File: config.mk
export PLATFORM = sky130hd
export DESIGN_NAME = verificador_senha_flat
export DESIGN_NICKNAME = d
export VERILOG_FILES = /design/src/rtl/verificador_senha_if.sv /design/src/rtl/verificador_senha.sv /design/src/flat_wrapper.sv
export SDC_FILE = /design/constraint.sdc
export NUM_CORES = 1
export LEC_CHECK = 0
export ABC_AREA = 1
export CAP_MARGIN = 40
export CORE_MARGIN = 2
export CORE_UTILIZATION = 50
export DETAILED_ROUTE_END_ITERATION = 8
export PLACE_DENSITY_LB_ADDON = 0.1
export SYNTH_ARGS = -nofsm -noshare
export SYNTH_HDL_FRONTEND = slang
export SYNTH_SLANG_ARGS = --single-unit
export TNS_END_PERCENT = 100
File: constraint.sdc
create_clock -name clk -period 2.7 [get_ports clk]
set_input_delay 0.27 -clock clk [delete_from_list [all_inputs] [get_ports clk]]
set_output_delay 0.27 -clock clk [all_outputs]
set_load 0.05 [all_outputs]
File: src/rtl/verificador_senha_if.sv
// verificador_senha_if
// Groups the lock-panel signals of the password checker into one bundle.
// The master side (switch/key logic) drives the password, the attempt and
// their strobes. The slave side (the checker) returns the evaluation
// results, the lockout status and the 7-segment pattern.
//   senha / senha_load            : password value and its store strobe
//   tentativa / tentativa_valid   : attempt value and its evaluate strobe
//   resp_valid                    : one-cycle pulse, result outputs updated
//   led_verde / led_vermelho      : last attempt accepted / rejected
//   igual / maior / menor         : stored password =, >, < last attempt
//   dif                           : |senha - tentativa| of last attempt
//   tentativas_rest               : failures remaining before lockout
//   bloqueado / programado        : lockout active / password stored
//   d                             : active-low 7-segment pattern (bit0 = a)
interface verificador_senha_if #(
  parameter int WIDTH    = 4,
  parameter int MAX_TENT = 3
) ();
  localparam int RW = $clog2(MAX_TENT + 1);

  logic [WIDTH-1:0] senha;
  logic             senha_load;
  logic [WIDTH-1:0] tentativa;
  logic             tentativa_valid;
  logic             resp_valid;
  logic             led_verde;
  logic             led_vermelho;
  logic             igual;
  logic             maior;
  logic             menor;
  logic [WIDTH-1:0] dif;
  logic [RW-1:0]    tentativas_rest;
  logic             bloqueado;
  logic             programado;
  logic [6:0]       d;

  modport master (
    output senha, senha_load, tentativa, tentativa_valid,
    input  resp_valid, led_verde, led_vermelho, igual, maior, menor,
    input  dif, tentativas_rest, bloqueado, programado, d
  );

  modport slave (
    input  senha, senha_load, tentativa, tentativa_valid,
    output resp_valid, led_verde, led_vermelho, igual, maior, menor,
    output dif, tentativas_rest, bloqueado, programado, d
  );
endinterface

File: src/rtl/verificador_senha.sv
// verificador_senha
// Clocked password checker for the lock panel. It stores a programmed
// password and evaluates each attempt by the absolute difference (no
// wrap-around). An attempt is accepted when the difference is within TOL.
// After MAX_TENT consecutive rejects the block locks for LOCK_CYCLES cycles
// and ignores every input. All outputs are registered.
// Ports:
//   clk  : single clock, rising edge
//   rst  : synchronous active-high reset (back to "no password")
//   bus  : verificador_senha_if slave modport (see interface header)
module verificador_senha #(
  parameter int WIDTH       = 4,
  parameter int TOL         = 3,
  parameter int MAX_TENT    = 3,
  parameter int LOCK_CYCLES = 16
) (
  input logic               clk,
  input logic               rst,
  verificador_senha_if.slave bus
);

  localparam int RW = $clog2(MAX_TENT + 1);
  localparam int CW = (LOCK_CYCLES > 1) ? $clog2(LOCK_CYCLES) : 1;

  localparam logic [RW-1:0] REST_MAX  = RW'(MAX_TENT);
  localparam logic [CW-1:0] LOCK_INIT = CW'(LOCK_CYCLES - 1);
  localparam logic [31:0]   TOL_U     = 32'(TOL);
  localparam logic [6:0]    SEG_BLANK = 7'b1111111;

  typedef enum logic [1:0] {
    VAZIO  = 2'd0,
    ESPERA = 2'd1,
    BLOQ   = 2'd2
  } estado_t;

  // Hex digit to active-low segment pattern, bit0 = a ... bit6 = g.
  function automatic logic [6:0] seg7_n(input logic [3:0] v);
    logic [6:0] on;
    case (v)
      4'h0:    on = 7'h3F;
      4'h1:    on = 7'h06;
      4'h2:    on = 7'h5B;
      4'h3:    on = 7'h4F;
      4'h4:    on = 7'h66;
      4'h5:    on = 7'h6D;
      4'h6:    on = 7'h7D;
      4'h7:    on = 7'h07;
      4'h8:    on = 7'h7F;
      4'h9:    on = 7'h6F;
      4'hA:    on = 7'h77;
      4'hB:    on = 7'h7C;
      4'hC:    on = 7'h39;
      4'hD:    on = 7'h5E;
      4'hE:    on = 7'h79;
      4'hF:    on = 7'h71;
      default: on = 7'h71;
    endcase
    return ~on;
  endfunction

  // Registered state
  estado_t          estado_r;
  logic [WIDTH-1:0] senha_r;
  logic [RW-1:0]    rest_r;
  logic [CW-1:0]    cnt_r;
  logic             resp_r;
  logic             verde_r;
  logic             verm_r;
  logic             igual_r;
  logic             maior_r;
  logic             menor_r;
  logic [WIDTH-1:0] dif_r;
  logic [6:0]       d_r;
  logic             bloq_r;
  logic             prog_r;

  // Next-state values
  estado_t          estado_nxt_s;
  logic [WIDTH-1:0] senha_nxt_s;
  logic [RW-1:0]    rest_nxt_s;
  logic [CW-1:0]    cnt_nxt_s;
  logic             resp_nxt_s;
  logic             verde_nxt_s;
  logic             verm_nxt_s;
  logic             igual_nxt_s;
  logic             maior_nxt_s;
  logic             menor_nxt_s;
  logic [WIDTH-1:0] dif_nxt_s;
  logic [6:0]       d_nxt_s;
  logic             bloq_nxt_s;
  logic             prog_nxt_s;

  // Evaluation datapath (always computed, used only when an attempt is taken)
  logic             ge_s;
  logic [WIDTH-1:0] dif_s;
  logic [31:0]      dif_ext_s;
  logic [3:0]       nib_s;
  logic             aceita_s;

  // Subtract in the direction that keeps the result non-negative.
  assign ge_s      = (senha_r >= bus.tentativa);
  assign dif_s     = ge_s ? (senha_r - bus.tentativa) : (bus.tentativa - senha_r);
  assign dif_ext_s = 32'(dif_s);
  assign aceita_s  = (dif_ext_s <= TOL_U);
  // A single hex digit cannot show more than F, so larger values saturate.
  assign nib_s     = (dif_ext_s > 32'd15) ? 4'hF : dif_ext_s[3:0];

  // Next-state and output computation for the checker FSM.
  always_comb begin
    estado_nxt_s = estado_r;
    senha_nxt_s  = senha_r;
    rest_nxt_s   = rest_r;
    cnt_nxt_s    = cnt_r;
    resp_nxt_s   = 1'b0;
    verde_nxt_s  = verde_r;
    verm_nxt_s   = verm_r;
    igual_nxt_s  = igual_r;
    maior_nxt_s  = maior_r;
    menor_nxt_s  = menor_r;
    dif_nxt_s    = dif_r;
    d_nxt_s      = d_r;
    bloq_nxt_s   = bloq_r;
    prog_nxt_s   = prog_r;

    case (estado_r)
      VAZIO: begin
        // Attempts are meaningless until a password exists.
        if (bus.senha_load) begin
          senha_nxt_s  = bus.senha;
          prog_nxt_s   = 1'b1;
          rest_nxt_s   = REST_MAX;
          estado_nxt_s = ESPERA;
        end else begin
          estado_nxt_s = VAZIO;
        end
      end

      ESPERA: begin
        if (bus.senha_load) begin
          // A new password wins over a simultaneous attempt and forgives
          // earlier failures.
          senha_nxt_s = bus.senha;
          rest_nxt_s  = REST_MAX;
        end else if (bus.tentativa_valid) begin
          resp_nxt_s  = 1'b1;
          dif_nxt_s   = dif_s;
          d_nxt_s     = seg7_n(nib_s);
          igual_nxt_s = (senha_r == bus.tentativa);
          maior_nxt_s = (senha_r > bus.tentativa);
          menor_nxt_s = (senha_r < bus.tentativa);
          if (aceita_s) begin
            verde_nxt_s = 1'b1;
            verm_nxt_s  = 1'b0;
            rest_nxt_s  = REST_MAX;
          end else begin
            verde_nxt_s = 1'b0;
            verm_nxt_s  = 1'b1;
            if (rest_r <= RW'(1)) begin
              // Last allowed failure: lock out with the counter preloaded so
              // bloqueado stays high for exactly LOCK_CYCLES cycles.
              rest_nxt_s   = '0;
              cnt_nxt_s    = LOCK_INIT;
              bloq_nxt_s   = 1'b1;
              estado_nxt_s = BLOQ;
            end else begin
              rest_nxt_s = rest_r - RW'(1);
            end
          end
        end else begin
          estado_nxt_s = ESPERA;
        end
      end

      BLOQ: begin
        // Inputs ignored; result outputs keep the rejecting attempt.
        if (cnt_r == '0) begin
          rest_nxt_s   = REST_MAX;
          bloq_nxt_s   = 1'b0;
          estado_nxt_s = ESPERA;
        end else begin
          cnt_nxt_s = cnt_r - CW'(1);
        end
      end

      default: begin
        estado_nxt_s = VAZIO;
      end
    endcase
  end

  // State and output registers with synchronous reset.
  always_ff @(posedge clk) begin
    if (rst) begin
      estado_r <= VAZIO;
      senha_r  <= '0;
      rest_r   <= REST_MAX;
      cnt_r    <= '0;
      resp_r   <= 1'b0;
      verde_r  <= 1'b0;
      verm_r   <= 1'b0;
      igual_r  <= 1'b0;
      maior_r  <= 1'b0;
      menor_r  <= 1'b0;
      dif_r    <= '0;
      d_r      <= SEG_BLANK;
      bloq_r   <= 1'b0;
      prog_r   <= 1'b0;
    end else begin
      estado_r <= estado_nxt_s;
      senha_r  <= senha_nxt_s;
      rest_r   <= rest_nxt_s;
      cnt_r    <= cnt_nxt_s;
      resp_r   <= resp_nxt_s;
      verde_r  <= verde_nxt_s;
      verm_r   <= verm_nxt_s;
      igual_r  <= igual_nxt_s;
      maior_r  <= maior_nxt_s;
      menor_r  <= menor_nxt_s;
      dif_r    <= dif_nxt_s;
      d_r      <= d_nxt_s;
      bloq_r   <= bloq_nxt_s;
      prog_r   <= prog_nxt_s;
    end
  end

  assign bus.resp_valid      = resp_r;
  assign bus.led_verde       = verde_r;
  assign bus.led_vermelho    = verm_r;
  assign bus.igual           = igual_r;
  assign bus.maior           = maior_r;
  assign bus.menor           = menor_r;
  assign bus.dif             = dif_r;
  assign bus.tentativas_rest = rest_r;
  assign bus.bloqueado       = bloq_r;
  assign bus.programado      = prog_r;
  assign bus.d               = d_r;

endmodule
File: src/flat_wrapper.sv
// flat-port wrapper written by rule: the top's interface ports become plain ports
module verificador_senha_flat 
#(
  parameter int WIDTH       = 4,
  parameter int TOL         = 3,
  parameter int MAX_TENT    = 3,
  parameter int LOCK_CYCLES = 16
)
  (clk, rst, bus_senha, bus_senha_load, bus_tentativa, bus_tentativa_valid, bus_resp_valid, bus_led_verde, bus_led_vermelho, bus_igual, bus_maior, bus_menor, bus_dif, bus_tentativas_rest, bus_bloqueado, bus_programado, bus_d);
  verificador_senha_if #(.WIDTH(WIDTH), .MAX_TENT(MAX_TENT)) bus_i ();
  input logic clk;
  input logic rst;
  input wire logic [$bits(bus_i.senha)-1:0] bus_senha;
  input wire logic [$bits(bus_i.senha_load)-1:0] bus_senha_load;
  input wire logic [$bits(bus_i.tentativa)-1:0] bus_tentativa;
  input wire logic [$bits(bus_i.tentativa_valid)-1:0] bus_tentativa_valid;
  output wire logic [$bits(bus_i.resp_valid)-1:0] bus_resp_valid;
  output wire logic [$bits(bus_i.led_verde)-1:0] bus_led_verde;
  output wire logic [$bits(bus_i.led_vermelho)-1:0] bus_led_vermelho;
  output wire logic [$bits(bus_i.igual)-1:0] bus_igual;
  output wire logic [$bits(bus_i.maior)-1:0] bus_maior;
  output wire logic [$bits(bus_i.menor)-1:0] bus_menor;
  output wire logic [$bits(bus_i.dif)-1:0] bus_dif;
  output wire logic [$bits(bus_i.tentativas_rest)-1:0] bus_tentativas_rest;
  output wire logic [$bits(bus_i.bloqueado)-1:0] bus_bloqueado;
  output wire logic [$bits(bus_i.programado)-1:0] bus_programado;
  output wire logic [$bits(bus_i.d)-1:0] bus_d;
  assign bus_i.senha = bus_senha;
  assign bus_i.senha_load = bus_senha_load;
  assign bus_i.tentativa = bus_tentativa;
  assign bus_i.tentativa_valid = bus_tentativa_valid;
  assign bus_resp_valid = bus_i.resp_valid;
  assign bus_led_verde = bus_i.led_verde;
  assign bus_led_vermelho = bus_i.led_vermelho;
  assign bus_igual = bus_i.igual;
  assign bus_maior = bus_i.maior;
  assign bus_menor = bus_i.menor;
  assign bus_dif = bus_i.dif;
  assign bus_tentativas_rest = bus_i.tentativas_rest;
  assign bus_bloqueado = bus_i.bloqueado;
  assign bus_programado = bus_i.programado;
  assign bus_d = bus_i.d;
  verificador_senha #(.WIDTH(WIDTH), .TOL(TOL), .MAX_TENT(MAX_TENT), .LOCK_CYCLES(LOCK_CYCLES)) u_core (.clk(clk), .rst(rst), .bus(bus_i));
endmodule
# Word level (Yosys, flattened, before mapping)
# Memories as Yosys holds them, arrays and structs flattened.
# Cells that the tools add are included.
[op_classes]
addsub = 4
order_cmp = 6
n_eq_ne = 13
mux = 34
bitwise_logic = 3
n_reduce_logical = 13
[op_table]
columns = ["op", "n"]
rows = [
  ["4-bit two-way mux", 7],
  ["2-bit two-way mux", 11],
  ["7-bit two-way mux", 3],
  ["2-bit one-hot mux with 3 select lines", 2],
  ["6-bit AND reduction", 2],
  ["2-bit != test, second input constant", 5],
  ["1-bit two-way mux", 9],
  ["4-bit one-hot mux with 2 select lines", 1],
  ["4-bit AND reduction", 2],
  ["4-bit subtractor", 2],
  ["7-bit inverter", 1],
  ["3-bit != test, second input constant", 2],
  ["4-bit equality test", 1],
  ["4-bit >= comparator", 1],
  ["4-bit greater-than comparator", 1],
  ["4-bit greater-than comparator, second input constant", 1],
  ["4-bit by 2-bit less-or-equal comparator with 1-bit output, second input constant", 1],
  ["4-bit logical NOT", 1],
  ["4-bit less-than comparator", 1],
  ["2-bit by 1-bit != test with 1-bit output, second input constant", 2],
  ["2-bit AND reduction", 2],
  ["4-bit by 1-bit subtractor with 4-bit output, second input constant", 1],
  ["3-bit by 2-bit != test with 1-bit output, second input constant", 1],
  ["3-bit AND reduction", 1],
  ["11 further kinds", 12],
]
[totals]
ff_bits = 31
romBits = 112
inputBits = 12
output_inout_bits = 21
wordCells = 88
n_memories = 1
[memory_table]
columns = ["memory", "words", "word_bits", "rd", "rd_clocked_by_memory_dff", "wr", "line_no", "text"]
rows = [
  ["(name not given)", 16, 7, 1, 0, 0, "verificador_senha.sv:39", "case (v)"],
]

# Longest topological paths before layout
# Gate-level depths: netlist of run 1.
# An unclocked memory read counts as a cell.
[depth]
word_depth = 9
depth_mapped = 15
mapped_depth_nobuf = 15

# Worst setup path before layout of run 1
# Ideal clock, no wire load.
[synth_path]
path_kind = "flip-flop to flip-flop"
from = "reg u_core.senha_r[0]"
to = "reg u_core.d_r[1] (netlist: u_core.bus.d[1])"
setup_time_ns = 0.116
t_arrival_ns = 2.244
required_time_ns = 2.584
setup_slack_ns = 0.339
stages_incl_launch_ff = 15
path_buffers = 0
period_less_slack_ns = 2.361
path_cell_list = "dfxtp_1 > inv_1 > ha_1 > inv_1 > fa_1 > nand3_1 > nand3_2 > o21ai_1 > inv_1 > ha_1 > nor2_1 > nor2_1 > nor2_1 > o21ai_1 > nand2_1"
[synth_between]
elab_chain_cells = 9
elab_cells_between_ends = 11
classes_between = "add/sub (2); order compare (2); mux (5); bitwise (1); memory (1)"
[synth_lines]
columns = ["element", "line_no", "text"]
rows = [
  ["start, declared", "verificador_senha.sv:63", "logic [WIDTH-1:0] senha_r;"],
  ["start signal, assigned", "verificador_senha.sv:210", "senha_r <= senha_nxt_s;"],
  ["4-bit subtractor / 4-bit >= comparator (equally long branches)", "verificador_senha.sv:102, verificador_senha.sv:101", ""],
  ["4-bit two-way mux *", "verificador_senha.sv:102", "assign dif_s = ge_s ? (senha_r - bus.tentativa) : (bus.tentativa - senha_r);"],
  ["net u_core.dif_s[1]", "verificador_senha.sv:95", "logic [WIDTH-1:0] dif_s;"],
  ["4-bit greater-than comparator", "verificador_senha.sv:106", "assign nib_s = (dif_ext_s > 32'd15) ? 4'hF : dif_ext_s[3:0];"],
  ["4-bit two-way mux *", "verificador_senha.sv:106", ""],
  ["memory 16 x 7 bit *", "n/a", ""],
  ["7-bit two-way mux *", "verificador_senha.sv:144", "end else if (bus.tentativa_valid) begin"],
  ["7-bit two-way mux *", "verificador_senha.sv:139", "if (bus.senha_load) begin"],
  ["7-bit two-way mux *", "verificador_senha.sv:125", "case (estado_r)"],
  ["7-bit inverter *", "verificador_senha.sv:58", "return ~on;"],
  ["end signal, assigned", "verificador_senha.sv:220", "d_r <= d_nxt_s;"],
  ["end, declared", "verificador_senha.sv:73", "logic [6:0] d_r;"],
]
# The timed path passes the listed nets; every way through them passes the cells marked *. The select of a mux whose other input is x is not followed.
# A chain may end at the register's enable or synchronous reset.

# Worst setup path in the final report of run 1
[layout_path]
from = "in bus_tentativa[0]"
to = "reg u_core.d_r[1] (netlist: u_core.bus.d[1])"
[layout_between]
elab_chain_cells = 9
elab_cells_between_ends = 11
classes_between = "add/sub (2); order compare (2); mux (5); bitwise (1); memory (1)"
[layout_lines]
columns = ["element", "line_no", "text"]
rows = [
  ["start, declared", "flat_wrapper.sv:15", "input wire logic [$bits(bus_i.tentativa)-1:0] bus_tentativa;"],
  ["4-bit subtractor / 4-bit >= comparator (equally long branches)", "verificador_senha.sv:102, verificador_senha.sv:101", ""],
  ["4-bit two-way mux *", "verificador_senha.sv:102", ""],
  ["net u_core.dif_s[1]", "verificador_senha.sv:95", ""],
  ["4-bit greater-than comparator", "verificador_senha.sv:106", ""],
  ["4-bit two-way mux *", "verificador_senha.sv:106", ""],
  ["memory 16 x 7 bit *", "n/a", ""],
  ["7-bit two-way mux *", "verificador_senha.sv:144", ""],
  ["7-bit two-way mux *", "verificador_senha.sv:139", ""],
  ["7-bit two-way mux *", "verificador_senha.sv:125", ""],
  ["7-bit inverter *", "verificador_senha.sv:58", ""],
]
# Marks and branches as above.

==> results of run 1 <==
-- routing by layer --
metal,vias up,GRT usage [%],routed length (µm)
li1,880,-,-
met1,737,24.6,1840
met2,37,34.4,1720
met3,8,4.75,145
met4,0,9.78,72
met5,-,0,0
-- cell families (layout without fill, tap and decap cells) --
family,Yosys count,in the layout,share of synthesized area [%]
flip-flops,31,31,34.5
AO/OA/AOI/OAI,55,55,18.9
buffers and inverters,45,88,10.2
XOR/XNOR,2,2,0.974
adder cells (fa/ha/maj),16,16,12.0
AND/OR/NAND/NOR,93,93,23.5
-- worst max-delay path by stage --
stage,start,end,slack [ps]
after floorplan,u_core.senha_r[0]$_SDFFE_PP0P_,u_core.bus.d[1]$_SDFFE_PP1P_,340
after global placement,bus_tentativa[0],u_core.bus.d[1]$_SDFFE_PP1P_,40
after detailed placement,bus_tentativa[0],u_core.bus.d[1]$_SDFFE_PP1P_,-60
after CTS,bus_tentativa[0],u_core.bus.d[1]$_SDFFE_PP1P_,280
after global routing,bus_tentativa[0],u_core.bus.d[1]$_SDFFE_PP1P_,130
final,bus_tentativa[0],u_core.bus.d[1]$_SDFFE_PP1P_,260
-- worst max-delay path, stage by stage --
cell and delay, ps:
clkdlybuf4s50_1 480, ha_1 140, inv_1 60, fa_1 430, nand3_1 140, nand3_2 190, o21ai_1 210, inv_1 80
ha_1 270, nor2_1 40, nor2_1 150, nor2_1 50, o21ai_1 90, nand2_1 60
-- state kept, by name (all words and copies together) (netlist names) --
signal                      count
u_core.bus.bloqueado            1
u_core.bus.d                    7
u_core.bus.dif                  4
u_core.bus.igual                1
u_core.bus.led_verde            1
u_core.bus.led_vermelho         1
u_core.bus.maior                1
u_core.bus.menor                1
u_core.bus.programado           1
u_core.bus.resp_valid           1
u_core.bus.tentativas_rest      2
u_core.cnt_r                    4
u_core.estado_r                 2
u_core.senha_r                  4
-- stage by stage --
step                area (µm²)  worst slack (ps)  total power [µW]  instances
finish                    2300               260              1280        331
global route              2300               132              1360        331
floorplan                 1800               339               786        242
CTS                       2300               282              1290        331
detailed placement        2210             -64.1               902        323
global placement          2210              40.8               898        323
-- Yosys cell counts, types with 3 or more instances --
| cell type | number |
|---|---|
| inv_2 | 5 |
| clkbuf_1 | 3 |
| ha_1 | 14 |
| nand3_1 | 15 |
| a21oi_1 | 23 |
| o211ai_1 | 7 |
| nand3_2 | 3 |
| inv_1 | 32 |
| dfxtp_1 | 31 |
| o21ai_1 | 8 |
| nand2_1 | 43 |
| nor2_1 | 22 |
| o21ai_0 | 9 |
-- power groups by stage --
stage / clock network, µW / registers (µW) / logic [µW]
2_1_floorplan: 0 / 553 / 233
3_3_place_gp: 0 / 501 / 397
3_5_place_dp: 0 / 502 / 401
4_1_cts: 394 / 491 / 402
5_1_grt: 416 / 494 / 447
6_report: 388 / 491 / 402
-- area by class of cell --
type                       count  area, µm²
fill                         303       1090
clock inverter                 2       35.0
multi-input combinational    166        995
sequential                    31        621
clock buffer                   6       51.3
tap                           46       57.6
inverter                      38        143
timing repair buffer          42        395
==> impl_metrics.yaml, run 1 <==
status:
  run_status: "complete, no violations"
timing:
  holdWs_ps: 449
  fmax_ghz: 0.410
  finalCritPeriodShare_pct: 90.4
  period_minus_slack_ps: 2440
  slew_viol_final: 0
  rsz0062_at_grt: "no"
  finalSetupViolCount: 0
  hold_viol_final: 0
  setup_tns_ps: 0
  slew_headroom_pct: 63.3
  tightest_slew_ps: 551
  final.setup_skew_ps: 6.62
yosys:
  synth_edf_count: 0
  synth_top_area_share_pct: 34.5
  synth_area_leader_cell: "dfxtp_1"
  avgSynthCellArea_um2: 7.43
  synthCells: 242
  ys_ff_latch: 31
  synth_area_leaders: "dfxtp_1, ha_1, nand2_1"
  synth_area_um2: 1800
  synth.distinct_cells: 34
  seq_area_frac_synth_pct: 34.5
  async_reset_ff_share_pct: 0
  synth_nets: 270
  ys.warnings.count: 0
  synth_ff_type: "dfxtp_1"
route:
  routed_wl_mm: 3.77
  vias_per_cell: 5.02
  drt-initial-drc-count: 111
  wire_per_inst_um: 11.4
  first_pass_iters: 6
  drc_errors: 0
  vias: 1662
  postRouteAntennaNets: 0
grt:
  grt_pass1_vias: 1563
  grt_max_degree: 18
  track_usage_pct: 20.5
  antenna_found_initial: 0
  grt_pass1_wl_mm: 6.56
  grt.overflow.total: 0
worst_setup_path:
  rrSetupSlack_ps: 300
  arrival_ps: 2670
  r2r_cells: 14
  crit_fanout: 6
  r2r-start: "u_core.senha_r[0]$_SDFFE_PP0P_"
  worst_setup_path_end_kind: "register"
  r2r-end: "u_core.bus.d[1]$_SDFFE_PP1P_"
  cp.required_ps: 2930
  start_kind: "input pin"
  critPathKind: "in -> reg"
clock_network:
  clock-sinks: 31
  cts_resized: 0
  clockBufferDepth: 2
  clk_pin_slew_ps: 100
  postCtsSetupRepairBufs: 0
  cts_tree: "yes"
  h-tree-depth: 2
  clock_latency_ps: 330
  root_buffer: "clkbuf_4"
  cts-buffers-inserted: 5
  postCtsHoldBufs: 0
floorplanning:
  coreArea_um2: 3390
  initial_core_util_pct: 53.0
  die_h_um: 64.0
  die_area_um2: 4090
  io_pins: 33
  die_w_um: 64.0
  num_rows: 21
power_and_ir_drop:
  swShare_pct: 34.1
  ir_drop_mv: 0.477
  p_int_uw: 844
  power.density_nw_per_um2: 558
  p_switching_uw: 437
  pwr-share-seq_pct: 38.3
  clkPwrFrac_pct: 30.3
  pwr-share-comb_pct: 31.4
  p_leak_uw: 0.00102
cells_and_area:
  area_delta_synth_final_pct: 27.8
  post-route-util_pct: 67.8
  layout_commonest_cell: "nand2_1"
  layout_common_cells: "nand2_1, inv_1, clkdlybuf4s50_1"
  fin_nets: 312
  num_antenna_cells: 0
  drive_above_1_share_pct: 12.3
placed_design:
  port_buffers: 32
  place_congestion: 0.878
  hpwlAfterDp_mm: 2.78
job:
  drv_cap: 0
hold_path:
  hold_path_end: "u_core.bus.bloqueado$_SDFFE_PP0P_"
  hold_path_class: "reg -> reg"
  hold-path-cell-count: 2
  hp-start: "u_core.bus.bloqueado$_SDFFE_PP0P_"
Power figures use the tool's default switching activity.
==> run 2, diff against run 1 <==
CORE_MARGIN = unset   (was 2)
==> run 2 against run 1 <==
Global-route usage rose by 1.9 points. Flip-flop and latch count stayed put. Routed wire length is 0.37% higher. Combinational power hardly changed. Sequential power about the same. Fmax grew 0.65%. Register-to-register slack barely moved.
==> impl_metrics.yaml, run 2 (synthesis results as in run 1) <==
clock_network:
  h-tree-depth: 2
  postCtsHoldBufs: 0
  root_buffer: "clkbuf_4"
  clk_pin_slew_ps: 100
  clock-sinks: 31
  cts-buffers-inserted: 5
  cts_resized: 0
  clockBufferDepth: 2
  clock_latency_ps: 350
  postCtsSetupRepairBufs: 0
  cts_tree: "yes"
placed_design:
  port_buffers: 32
  place_congestion: 0.885
  hpwlAfterDp_mm: 2.81
route:
  vias: 1663
  drt-initial-drc-count: 99
  routed_wl_mm: 3.79
  first_pass_iters: 4
  drc_errors: 0
  wire_per_inst_um: 11.5
  vias_per_cell: 5.04
  postRouteAntennaNets: 0
floorplanning:
  die_h_um: 62.0
  initial_core_util_pct: 53.0
  coreArea_um2: 3390
  io_pins: 33
  die_w_um: 62.0
  num_rows: 21
  die_area_um2: 3840
timing:
  hold_viol_final: 0
  fmax_ghz: 0.413
  rsz0062_at_grt: "no"
  final.setup_skew_ps: 8.18
  finalSetupViolCount: 0
  setup_tns_ps: 0
  finalCritPeriodShare_pct: 89.8
  tightest_slew_ps: 537
  period_minus_slack_ps: 2420
  slew_headroom_pct: 64.1
  slew_viol_final: 0
status:
  run_status: "complete, no violations"
cells_and_area:
  layout_common_cells: "nand2_1, inv_1, clkdlybuf4s50_1"
  drive_above_1_share_pct: 12.0
  area_delta_synth_final_pct: 27.3
  post-route-util_pct: 67.6
  largest_register_ffs: 7
  num_antenna_cells: 0
  nFillCells: 297
  layout_commonest_cell: "nand2_1"
  fin_nets: 311
grt:
  grt_pass1_vias: 1420
  track_usage_pct: 22.4
  grt.overflow.total: 0
  antenna_found_initial: 0
  grt_max_degree: 18
  grt_pass1_wl_mm: 6.17
worst_setup_path:
  cp.required_ps: 2950
  critPathKind: "in -> reg"
  arrival_ps: 2670
  crit_fanout: 6
  worst_setup_path_end_kind: "register"
  start_kind: "input pin"
power_and_ir_drop:
  p_total_uw: 1290
  ir_drop_mv: 0.490
  power.density_nw_per_um2: 562
  p_leak_uw: 0.00102
job:
  drv_cap: 0
hold_path:
  hold_path_class: "reg -> reg"
==> run 2: changes by cell type in the layout (fill, tap and decap cells not counted) <==
| cell | delta |
|---|---|
| buf_4 | -1 |
==> run 2: worst max-delay path, cell delays in order <==
cell	delay [ps]
clkdlybuf4s50_1	480
ha_1	170
inv_1	80
fa_1	420
nand3_1	140
nand3_2	180
o21ai_1	200
inv_1	80
ha_1	270
nor2_1	40
nor2_1	140
nor2_1	50
o21ai_1	80
nand2_1	60
==> run 2: area by class of cell <==
cell class / count / area [µm²] / share of cell area, %
multi-input cells: 166 / 995 / 43.4
flip-flops and latches: 31 / 621 / 27.1
clock buffers: 6 / 51.3 / 2.24
clock inverters: 2 / 35.0 / 1.53
inverters: 38 / 143 / 6.23
well taps: 46 / 57.6 / 2.51
repair buffers: 41 / 388 / 16.9
==> run 2: stage by stage <==
step | cell area [µm²] | instances | worst slack, ps | hold slack (ps)
final | 2290 | 330 | 276 | 450
after global routing | 2290 | 330 | 123 | 499
after CTS | 2290 | 330 | 285 | 451
after detailed placement | 2200 | 322 | -49.3 | 435
after global placement | 2200 | 322 | 31.9 | 436
after floorplan | 1800 | 242 | 339 | 382
==> run 2: per-layer routing <==
| metal | global-route usage, % | wire length, µm | up-vias | share of wire, % |
|---|---|---|---|---|
| met1 | 27.1 | 1780 | 723 | 47 |
| met3 | 5.18 | 132 | 12 | 3.5 |
| met4 | 11.1 | 87 | 0 | 2.3 |
| met5 | 0 | 0 | - | 0 |
| met2 | 37.2 | 1790 | 50 | 47 |
| li1 | - | - | 878 | - |
==> run 2: power breakdown <==
group          internal [µW]  switching [µW]  leakage (µW)
registers                478            12.7      0.000253
clock network            219             175     0.0000482
logic                    145             257      0.000715
total                    842             444       0.00102
==> run 2: worst paths after layout <==
kind	startpoint	to	slack, ps	cells past startpoint
max	bus_tentativa[0]	u_core.bus.d[1]$_SDFFE_PP1P_	280	14
min	u_core.bus.bloqueado$_SDFFE_PP0P_	u_core.bus.bloqueado$_SDFFE_PP0P_	450	2
max reg2reg	u_core.senha_r[0]$_SDFFE_PP0P_	u_core.bus.d[1]$_SDFFE_PP1P_	310	14
min reg2reg	u_core.bus.bloqueado$_SDFFE_PP0P_	u_core.bus.bloqueado$_SDFFE_PP0P_	450	2
==> run 3, diff against run 2 <==
CORE_UTILIZATION = 47   (was 50)
clock period = 2 ns   (was 2.7 ns; I/O delays follow)
==> run 3 against run 2 <==
The flow now finishes with violations (negative setup slack). Clock skew fell by 2.2 ps. First-iteration DRC count fell by 6.1%. Combinational power rose by 95%. Flip-flop and latch count did not move. Utilization rose by 6.3 points. Via count rose by 7.6%. Global-route usage rose by 0.61 points. Sequential share of layout area fell by 4.1 points. Clock-buffer cell count did not move. Power rose by 63%. Clock power rose by 65%. Routed wire length rose by 19%. Critical endpoint is now u_core.bus.d[2]$_SDFFE_PP1P_.
==> impl_metrics.yaml, run 3 (synthesis results as in run 1) <==
floorplanning:
  initial_core_util_pct: 49.1
  io_pins: 33
  die_w_um: 63.9
  die_area_um2: 4080
  die_h_um: 63.9
  coreArea_um2: 3660
  num_rows: 22
worst_setup_path:
  critPathKind: "reg -> reg"
  slowest_delay_ps: 340
  cpMaxStageDelayCell: "fa_2"
  crit_chain: "inv_2, ha_4, inv_2, fa_2, nand3_2, nand3_4, buf_6, o21ai_4, buf_12, buf_4, nor3_2, o21ai_1, nand2_1"
  start_kind: "register"
  arrival_ps: 2230
  cp.required_ps: 2180
  rrSetupSlack_ps: -50
  crit_fanout: 5
  worst_setup_path_end_kind: "register"
  path_common_cell: "inv_2"
timing:
  rsz0062_at_grt: "yes"
  slew_viol_final: 0
  slew_headroom_pct: 56.6
  finalSetupViolCount: 6
  period_minus_slack_ps: 2050
  fmax_ghz: 0.488
  final.setup_skew_ps: 5.99
  finalCritPeriodShare_pct: 102
  hold_viol_final: 0
  tightest_slew_ps: 644
  layout_setup_ws_ps: -48.0
clock_network:
  clk_pin_slew_ps: 70
  root_buffer: "clkbuf_8"
  cts-buffers-inserted: 5
  clock_latency_ps: 290
  postCtsHoldBufs: 0
  h-tree-depth: 2
  clock-sinks: 31
  cts_tree: "yes"
  clockBufferDepth: 2
route:
  first_pass_iters: 4
  vias: 1790
  postRouteAntennaNets: 0
  vias_per_cell: 5.07
  drt-initial-drc-count: 93
  drc_errors: 0
  wire_per_inst_um: 12.7
  routed_wl_mm: 4.49
cells_and_area:
  layout_common_cells: "nand2_1, clkdlybuf4s50_1, dfxtp_1"
  area_delta_synth_final_pct: 50.5
  largest_register_ffs: 7
  design_area_um2: 2710
  drive_above_1_share_pct: 30.8
  fin_nets: 332
  num_antenna_cells: 0
  layout_commonest_cell: "nand2_1"
grt:
  grt_pass1_wl_mm: 7.18
  grt_max_degree: 18
  antenna_found_initial: 0
  track_usage_pct: 23.0
  grt.overflow.total: 0
  grt_pass1_vias: 1684
job:
  drv_cap: 0
placed_design:
  place_congestion: 0.879
  place_ws_ps: -451
  port_buffers: 32
  place_area_um2: 2340
  hpwlAfterDp_mm: 2.93
power_and_ir_drop:
  ir_drop_mv: 0.562
  power.density_nw_per_um2: 777
  p_leak_uw: 0.00115
hold_path:
  hold_path_class: "reg -> reg"
status:
  violations: "negative setup slack"
  run_status: "finished with violations"
[run 3: cell count changes in the layout (fill, tap and decap cells not counted), moves of 4 or more]
cell	before	now
a21oi_1	23	15
nand2_1	43	34
ha_4	0	5
clkbuf_4	5	0
nand2_2	2	11
ha_1	14	7
a21oi_2	1	9
inv_1	32	28
buf_6	0	4
clkbuf_8	1	6
buf_4	9	24
[run 3: path summary, 6_finish.rpt]
check                                                          to  cells past startpoint                               from
worst max-delay path                 u_core.bus.d[2]$_SDFFE_PP1P_                     13     u_core.senha_r[0]$_SDFFE_PP0P_
worst min-delay path            u_core.bus.bloqueado$_SDFFE_PP0P_                      2  u_core.bus.bloqueado$_SDFFE_PP0P_
worst max register to register       u_core.bus.d[2]$_SDFFE_PP1P_                     13     u_core.senha_r[0]$_SDFFE_PP0P_
worst min register to register  u_core.bus.bloqueado$_SDFFE_PP0P_                      2  u_core.bus.bloqueado$_SDFFE_PP0P_
[run 3: layout make-up]
cell class | count | area, µm²
Clock buffer | 6 | 82.6
Clock inverter | 2 | 35.0
Fill cell | 293 | 956
Inverter | 38 | 145
Multi-Input combinational cell | 167 | 1190
Sequential cell | 31 | 623
Tap cell | 48 | 60.1
Timing Repair Buffer | 61 | 564
[run 3: critical path: cells and delay by family, from the launching register on]
family,cells,cell delay [ps]
flip-flops,1,330
buffers and inverters,5,510
AO/OA/AOI/OAI,2,310
AND/OR/NAND/NOR,4,310
adder cells (fa/ha/maj),2,460
[run 3: what timing repair did]
item | 4_1_cts | 5_1_grt
cloned | 0 | 1
endpoints found under the setup margin | 19 | 20
pin swaps | 4 | 5
resized for setup | 13 | 29
buffers inserted | 8 | 1
[run 3: power by group]
part / internal, µW / total [µW] / switching [µW]
sequential: 647 / 667 / 19.8
clock: 403 / 652 / 249
combinational: 346 / 784 / 438
[run 3: metrics by stage]
step	std cells	hold slack (ps)	power, µW	utilization [%]	setup TNS [ps]
floorplan	242	312	1090	-	-92.0
global placement	335	436	1280	63.9	-6990
global route	353	471	2210	73.9	-1460
CTS	351	450	2020	70.4	-143
detailed placement	335	440	1290	63.9	-7740
finish	353	464	2100	73.9	-151
[run 3: routing by layer]
metal | global-route usage [%] | share of wire (%)
met1 | 25.7 | 43
met2 | 41.9 | 50
met3 | 4.29 | 3.7
met4 | 10.2 | 2.9
met5 | 0 | 0
